<file path="src/rtl/pipe_stall_ctrl.sv">
// Fetch-side pipeline controller: PC, IF/ID, ID/EX and EX/MEM instruction registers with stall,
// branch flush and a stall-timeout halt. Optional perf counters under macro STALL_PERF_EN.
module pipe_stall_ctrl #(
  parameter logic [31:0] RESET_PC  = 32'h0000_0000,
  parameter int unsigned MAX_STALL = 2
) (
  input  logic        clk,
  input  logic        rst_n,
  input  logic        pipe_en,
  input  logic        id_stall,
  input  logic        branch_taken,
  input  logic [31:0] branch_target,
  input  logic [31:0] imem_instr,
  output logic [31:0] pc,
  output logic [31:0] if_id_instr,
  output logic [31:0] if_id_pc,
  output logic [31:0] id_ex_instr,
  output logic [31:0] ex_mem_instr,
  output logic        stall_err
`ifdef STALL_PERF_EN
  ,
  output logic [15:0] stall_cycles,
  output logic [15:0] flush_count
`endif
);

  localparam logic [31:0] NOP = 32'h0000_0013;
  // stall_len must reach MAX_STALL+1 (the halting stall cycle)
  localparam int SL_W = ($clog2(MAX_STALL + 2) < 2) ? 2 : $clog2(MAX_STALL + 2);
  localparam logic [SL_W-1:0] MAX_SL = SL_W'(MAX_STALL);

  typedef enum logic [1:0] {
    RUN   = 2'd0,
    STALL = 2'd1,
    HALT  = 2'd2
  } state_t;

  state_t          state_q, state_d;
  logic [31:0]     pc_q, pc_d;
  logic [31:0]     if_id_instr_q, if_id_instr_d;
  logic [31:0]     if_id_pc_q, if_id_pc_d;
  logic [31:0]     id_ex_instr_q, id_ex_instr_d;
  logic [31:0]     ex_mem_instr_q, ex_mem_instr_d;
  logic [SL_W-1:0] stall_len_q, stall_len_d;
`ifdef STALL_PERF_EN
  logic [15:0]     stall_cycles_q, flush_count_q;
  logic            stall_cyc, flush_cyc;
`endif

  always_comb begin
    state_d        = state_q;
    pc_d           = pc_q;
    if_id_instr_d  = if_id_instr_q;
    if_id_pc_d     = if_id_pc_q;
    id_ex_instr_d  = id_ex_instr_q;
    ex_mem_instr_d = ex_mem_instr_q;
    stall_len_d    = stall_len_q;
`ifdef STALL_PERF_EN
    stall_cyc      = 1'b0;
    flush_cyc      = 1'b0;
`endif
    if (pipe_en && state_q != HALT) begin
      ex_mem_instr_d = id_ex_instr_q;
      if (id_stall) begin
        id_ex_instr_d = NOP;
        stall_len_d   = stall_len_q + SL_W'(1);
        state_d       = (stall_len_q == MAX_SL) ? HALT : STALL;
`ifdef STALL_PERF_EN
        stall_cyc     = 1'b1;
`endif
      end else begin
        stall_len_d   = '0;
        state_d       = RUN;
        id_ex_instr_d = if_id_instr_q;
        if_id_pc_d    = pc_q;
        if (branch_taken) begin
          pc_d          = branch_target;
          if_id_instr_d = NOP;
`ifdef STALL_PERF_EN
          flush_cyc     = 1'b1;
`endif
        end else begin
          pc_d          = pc_q + 32'd4;
          if_id_instr_d = imem_instr;
        end
      end
    end
  end

  always_ff @(posedge clk) begin
    if (!rst_n) begin
      state_q        <= RUN;
      pc_q           <= RESET_PC;
      if_id_instr_q  <= NOP;
      if_id_pc_q     <= '0;
      id_ex_instr_q  <= NOP;
      ex_mem_instr_q <= NOP;
      stall_len_q    <= '0;
`ifdef STALL_PERF_EN
      stall_cycles_q <= '0;
      flush_count_q  <= '0;
`endif
    end else begin
      state_q        <= state_d;
      pc_q           <= pc_d;
      if_id_instr_q  <= if_id_instr_d;
      if_id_pc_q     <= if_id_pc_d;
      id_ex_instr_q  <= id_ex_instr_d;
      ex_mem_instr_q <= ex_mem_instr_d;
      stall_len_q    <= stall_len_d;
`ifdef STALL_PERF_EN
      if (stall_cyc && stall_cycles_q != 16'hFFFF) stall_cycles_q <= stall_cycles_q + 16'd1;
      if (flush_cyc && flush_count_q != 16'hFFFF)  flush_count_q  <= flush_count_q + 16'd1;
`endif
    end
  end

  assign pc           = pc_q;
  assign if_id_instr  = if_id_instr_q;
  assign if_id_pc     = if_id_pc_q;
  assign id_ex_instr  = id_ex_instr_q;
  assign ex_mem_instr = ex_mem_instr_q;
  assign stall_err    = (state_q == HALT);
`ifdef STALL_PERF_EN
  assign stall_cycles = stall_cycles_q;
  assign flush_count  = flush_count_q;
`endif

endmodule

</file>
<file path="config.mk">
export PLATFORM = sky130hd
export DESIGN_NAME = pipe_stall_ctrl
export DESIGN_NICKNAME = d
export VERILOG_FILES = /design/src/rtl/pipe_stall_ctrl.sv
export SDC_FILE = /design/constraint.sdc
export NUM_CORES = 1
export LEC_CHECK = 0
export ABC_AREA = 1
export BUFFER_PORTS_ARGS = -buffer_cell sky130_fd_sc_hd__clkbuf_2
export CAP_MARGIN = 20
export CELL_PAD_IN_SITES_DETAIL_PLACEMENT = 1
export CELL_PAD_IN_SITES_GLOBAL_PLACEMENT = 2
export CORE_UTILIZATION = 24
export DETAILED_ROUTE_END_ITERATION = 8
export PLACE_DENSITY_LB_ADDON = 0.1
export SKIP_LAST_GASP = 1
export SYNTH_ARGS = -nofsm -noshare
export SYNTH_HDL_FRONTEND = slang
export SYNTH_SLANG_ARGS = --single-unit
</file>
<file path="constraint.sdc">
create_clock -name clk -period 1.35 [get_ports clk]
set_input_delay 0.0675 -clock clk [delete_from_list [all_inputs] [get_ports clk]]
set_output_delay 0.0675 -clock clk [all_outputs]
set_load 0.005 [all_outputs]
</file>
==> reports/results.txt <==
number of distinct library cells after synthesis: 35
path depth of the worst reg2reg path: 10
starting density of the core: 24.4%
Iter 0 DRT Violations: 235
Die Span X: 168 um
number of nets in the layout: 1322
Static Leak: 0.00485 uW
Final Routed Wirelength: 27.3 mm
Arrival @ worst endpoint: 1.81 ns
total core area: 0.0270 sq mm
layout cell share with drive strength beyond 1: 40.0%
Tmin final: 1.48 ns
Min-Delay Startpoint: branch_target[21]
via count of the first global-routing pass: 7320
total global routing track utilization: 18.7%
critical path class: reg -> reg
synthesized area per cell: 7.56 sq um
GRT overflow: 0
number of remaining DRC errors: 0
max-slew violation count: 0
failing checks: negative setup slack
worst slew slack as a fraction of its limit: 76.1%
async set-reset flop share out of synthesis: 0%
clock tree root buffer cell: clkbuf_16
Power Density: 1090 mW/mm^2
IO Port Bufs: 229
largest voltage drop on the vdd net: 622 uV
Layout Skew: 0.0147 ns
final-layout fill cell count: 3303
CTS HTree Levels: 4
run status: finished, violations left
most common flop cell mapped by yosys: dfxtp_1
Avg WL per Cell: 17.0 um
Worst Hold Path Cells: 5
post-synthesis cell count: 871
Critical Path Most Common Cell: nand2_1
Cells after DPL: 1487
pin count of the biggest net entering global routing: 61
largest buffer count on any clock path: 2
Netlist Area Pre-Place: 0.00658 sq mm
yosys synthesis warning count: 0
overall power after layout: 11800 uW
Via-to-Cell Ratio: 4.43
clock slew at reported path FFs: 0.08 ns
R2R setup slack: -0.13 ns
startpoint of the lowest-slack register-to-register path: pc[3]
Fin. Hold Viols: 0
kind of launch point of the worst setup path: register
worst path buffer plus inverter count: 1
final hold slack: 0.0203 ns
setup repair after global routing missed its margin: true
FP Rows: 60
insertion delay to the later sink of the worst-skew pair: 0.45 ns
worst-margin pin slew: 0.358 ns
remaining number of nets flagged by the antenna check after routing: 0
peak per-stage delay on the critical path: 0.37 ns
data required time of the critical path: 1.69 ns
I/O pins: 230
hold worst-path end: pc[21]
Detail Placement HPWL: 19.1 mm
reg-to-reg critical path endpoint: pc[16]
Final Instance Count excl. Fillers: 1606
EDFF count, synth: 0
TritonCTS sink count: 164
crit end category: register
TritonCTS clock tree: built
number of flip-flops and latches in the synthesized netlist: 164
die height: 168 um
upper clock frequency limit: 0.677 GHz
minimum setup slack in the final design: -0.128 ns
top fanout value on the critical path: 3
crit-path leading delay family: simple AND/OR/NAND/NOR gates
synthesized netlist net count: 942
area added between synthesis and finish: 65.0%
number of buffers added by the clock tree synthesis step: 17
weighted congestion at the end of routability-driven global placement: 0.763
global-route wire length before repair: 40.8 mm
overall via count from detail_route: 7121
register area share after synthesis: 49.9%
setup-violating endpoint count in the final report: 36
portion of the clock cycle consumed by the worst path in the final layout: 109%
antenna violations before repair: 1
number of iterations in the first detailed-routing pass: 6
cell-by-cell listing of the critical path: ha_4 > nand2_4 > nor2_4 > nand2_2 > nor2_4 > buf_6 > xor2_1 > nand2_1 > nand2_1 > nand2_1
count of maximum capacitance violations: 0
Die ar.: 0.0281 sq mm
type of the most critical hold path: in -> reg
Max stage delay cell, worst path: dfxtp_4
Setup WS pre-CTS: -0.204 ns
Yosys cell counts (2+ instances only):
master,count,area share [%]
o211ai_1,3,0.34
o21ai_1,8,0.61
nor2_4,2,0.34
and2_1,2,0.19
a21oi_2,2,0.27
a32o_1,4,0.61
nand2_2,3,0.29
nand2_4,3,0.51
inv_4,2,0.19
nor3_1,4,0.30
xor2_1,11,1.5
a31oi_1,2,0.19
inv_1,75,4.3
a22o_1,4,0.53
buf_2,6,0.46
nand4_1,2,0.19
a22oi_1,4,0.46
o22ai_1,8,0.76
dfxtp_1,164,50
buf_6,5,0.86
nor2_2,7,0.67
o22ai_2,4,0.76
nor2_1,134,7.6
buf_4,4,0.46
nand3_1,80,6.1
ha_1,2,0.38
a21oi_1,15,1.1
nand2_1,158,9.0
clkbuf_1,31,1.8
o21ai_0,117,8.9
cells in the final DEF (no fill, tap or decap), drive strengths merged:
cell and n:
clkbuf 251, dfxtp 164, nand2 164, nor2 143, o21ai 125, buf 112, inv 85, nand3 80
dlygate4sd3 62, a21oi 17, o22ai 12, xor2 11, clkinv 7, a22o 4, a32o 4, a22oi 4
nor3 4, o211ai 3, and2 2, nand4 2, a31oi 2, ha 2, diode 1, clkinvlp 1
o31ai 1, a211oi 1, bufinv 1
state kept, by name, indices dropped and copies added, names as in the netlist:
name,flops
ex_mem_instr,32
stall_len_q,2
pc,32
if_id_pc,32
id_ex_instr,32
state_q,2
if_id_instr,32
worst reg2reg max path, delay by kind of cell, from the launching register on:
kind	cells	cell delay (ns)
xor+xnor	1	0.14
buf+inv	1	0.12
flops	1	0.37
fa+ha+maj	1	0.15
simple gates	7	0.60
where the power goes:
part           switching (uW)  leakage [uW]  total (uW)  internal (uW)
registers                 116       0.00134        5110           4990
clock network            2530      0.000308        5240           2720
logic                     768       0.00320        1470            697
cell type report:
cell class | instances | area, sq um | area share (%)
Antenna cell | 1 | 2.50 | 0.0230
Timing Repair Buffer | 408 | 2980 | 27.5
Tap cell | 341 | 427 | 3.93
Inverter | 79 | 318 | 2.93
Sequential cell | 164 | 3320 | 30.6
Clock inverter | 15 | 205 | 1.89
Clock buffer | 17 | 425 | 3.92
Multi-Input combinational cell | 581 | 3180 | 29.3
metrics by stage:
stage | util (%) | cell area [sq um] | TNS [ns]
after global routing | 40.3 | 10900 | -8.18
after floorplan | - | 6630 | -0.0203
after detailed placement | 32.6 | 8790 | -2.98
final | 40.3 | 10900 | -1.96
after global placement | 32.6 | 8790 | -2.37
after CTS | 38.0 | 10200 | -1.31
logic make-up after synthesis:
family | after synthesis | share of synthesized area, %
and+or+nand+nor | 395 | 25.2
adders and majority gates | 2 | 0.380
buffers and inverters | 126 | 8.17
DFF | 164 | 49.9
AOI/OAI and AO/OA | 173 | 14.9
xor gates and xnor gates | 11 | 1.46
worst max path at each step:
| stage | from | endpoint | slack, ns | cells after the start |
|---|---|---|---|---|
| after detailed placement | pc[3] | pc[16] | -0.20 | 10 |
| final | pc[3] | pc[16] | -0.13 | 10 |
| after floorplan | state_q[0] | pc[10] | -0.005 | 11 |
| after global placement | pc[3] | pc[16] | -0.16 | 10 |
| after CTS | pc[2] | pc[18] | -0.13 | 9 |
| after global routing | pc[3] | pc[16] | -0.22 | 10 |
metal layers:
| metal | track usage, % | vias up | share of wire, % |
|---|---|---|---|
| met5 | 0 | - | 0 |
| met4 | 5.50 | 0 | 1.9 |
| met3 | 3.45 | 27 | 3.3 |
| met2 | 33.8 | 150 | 51 |
| met1 | 22.3 | 3353 | 44 |
| li1 | - | 3591 | - |
timing repair:
item	CTS	global route
pin swaps	25	28
resized for setup	56	124
buffers inserted	6	13
endpoints found under the setup margin	26	80
hold endpoints to repair	61	0
gates cloned	0	8
hold buffers	62	0
No activity file was read; power rests on OpenSTA's default activity.
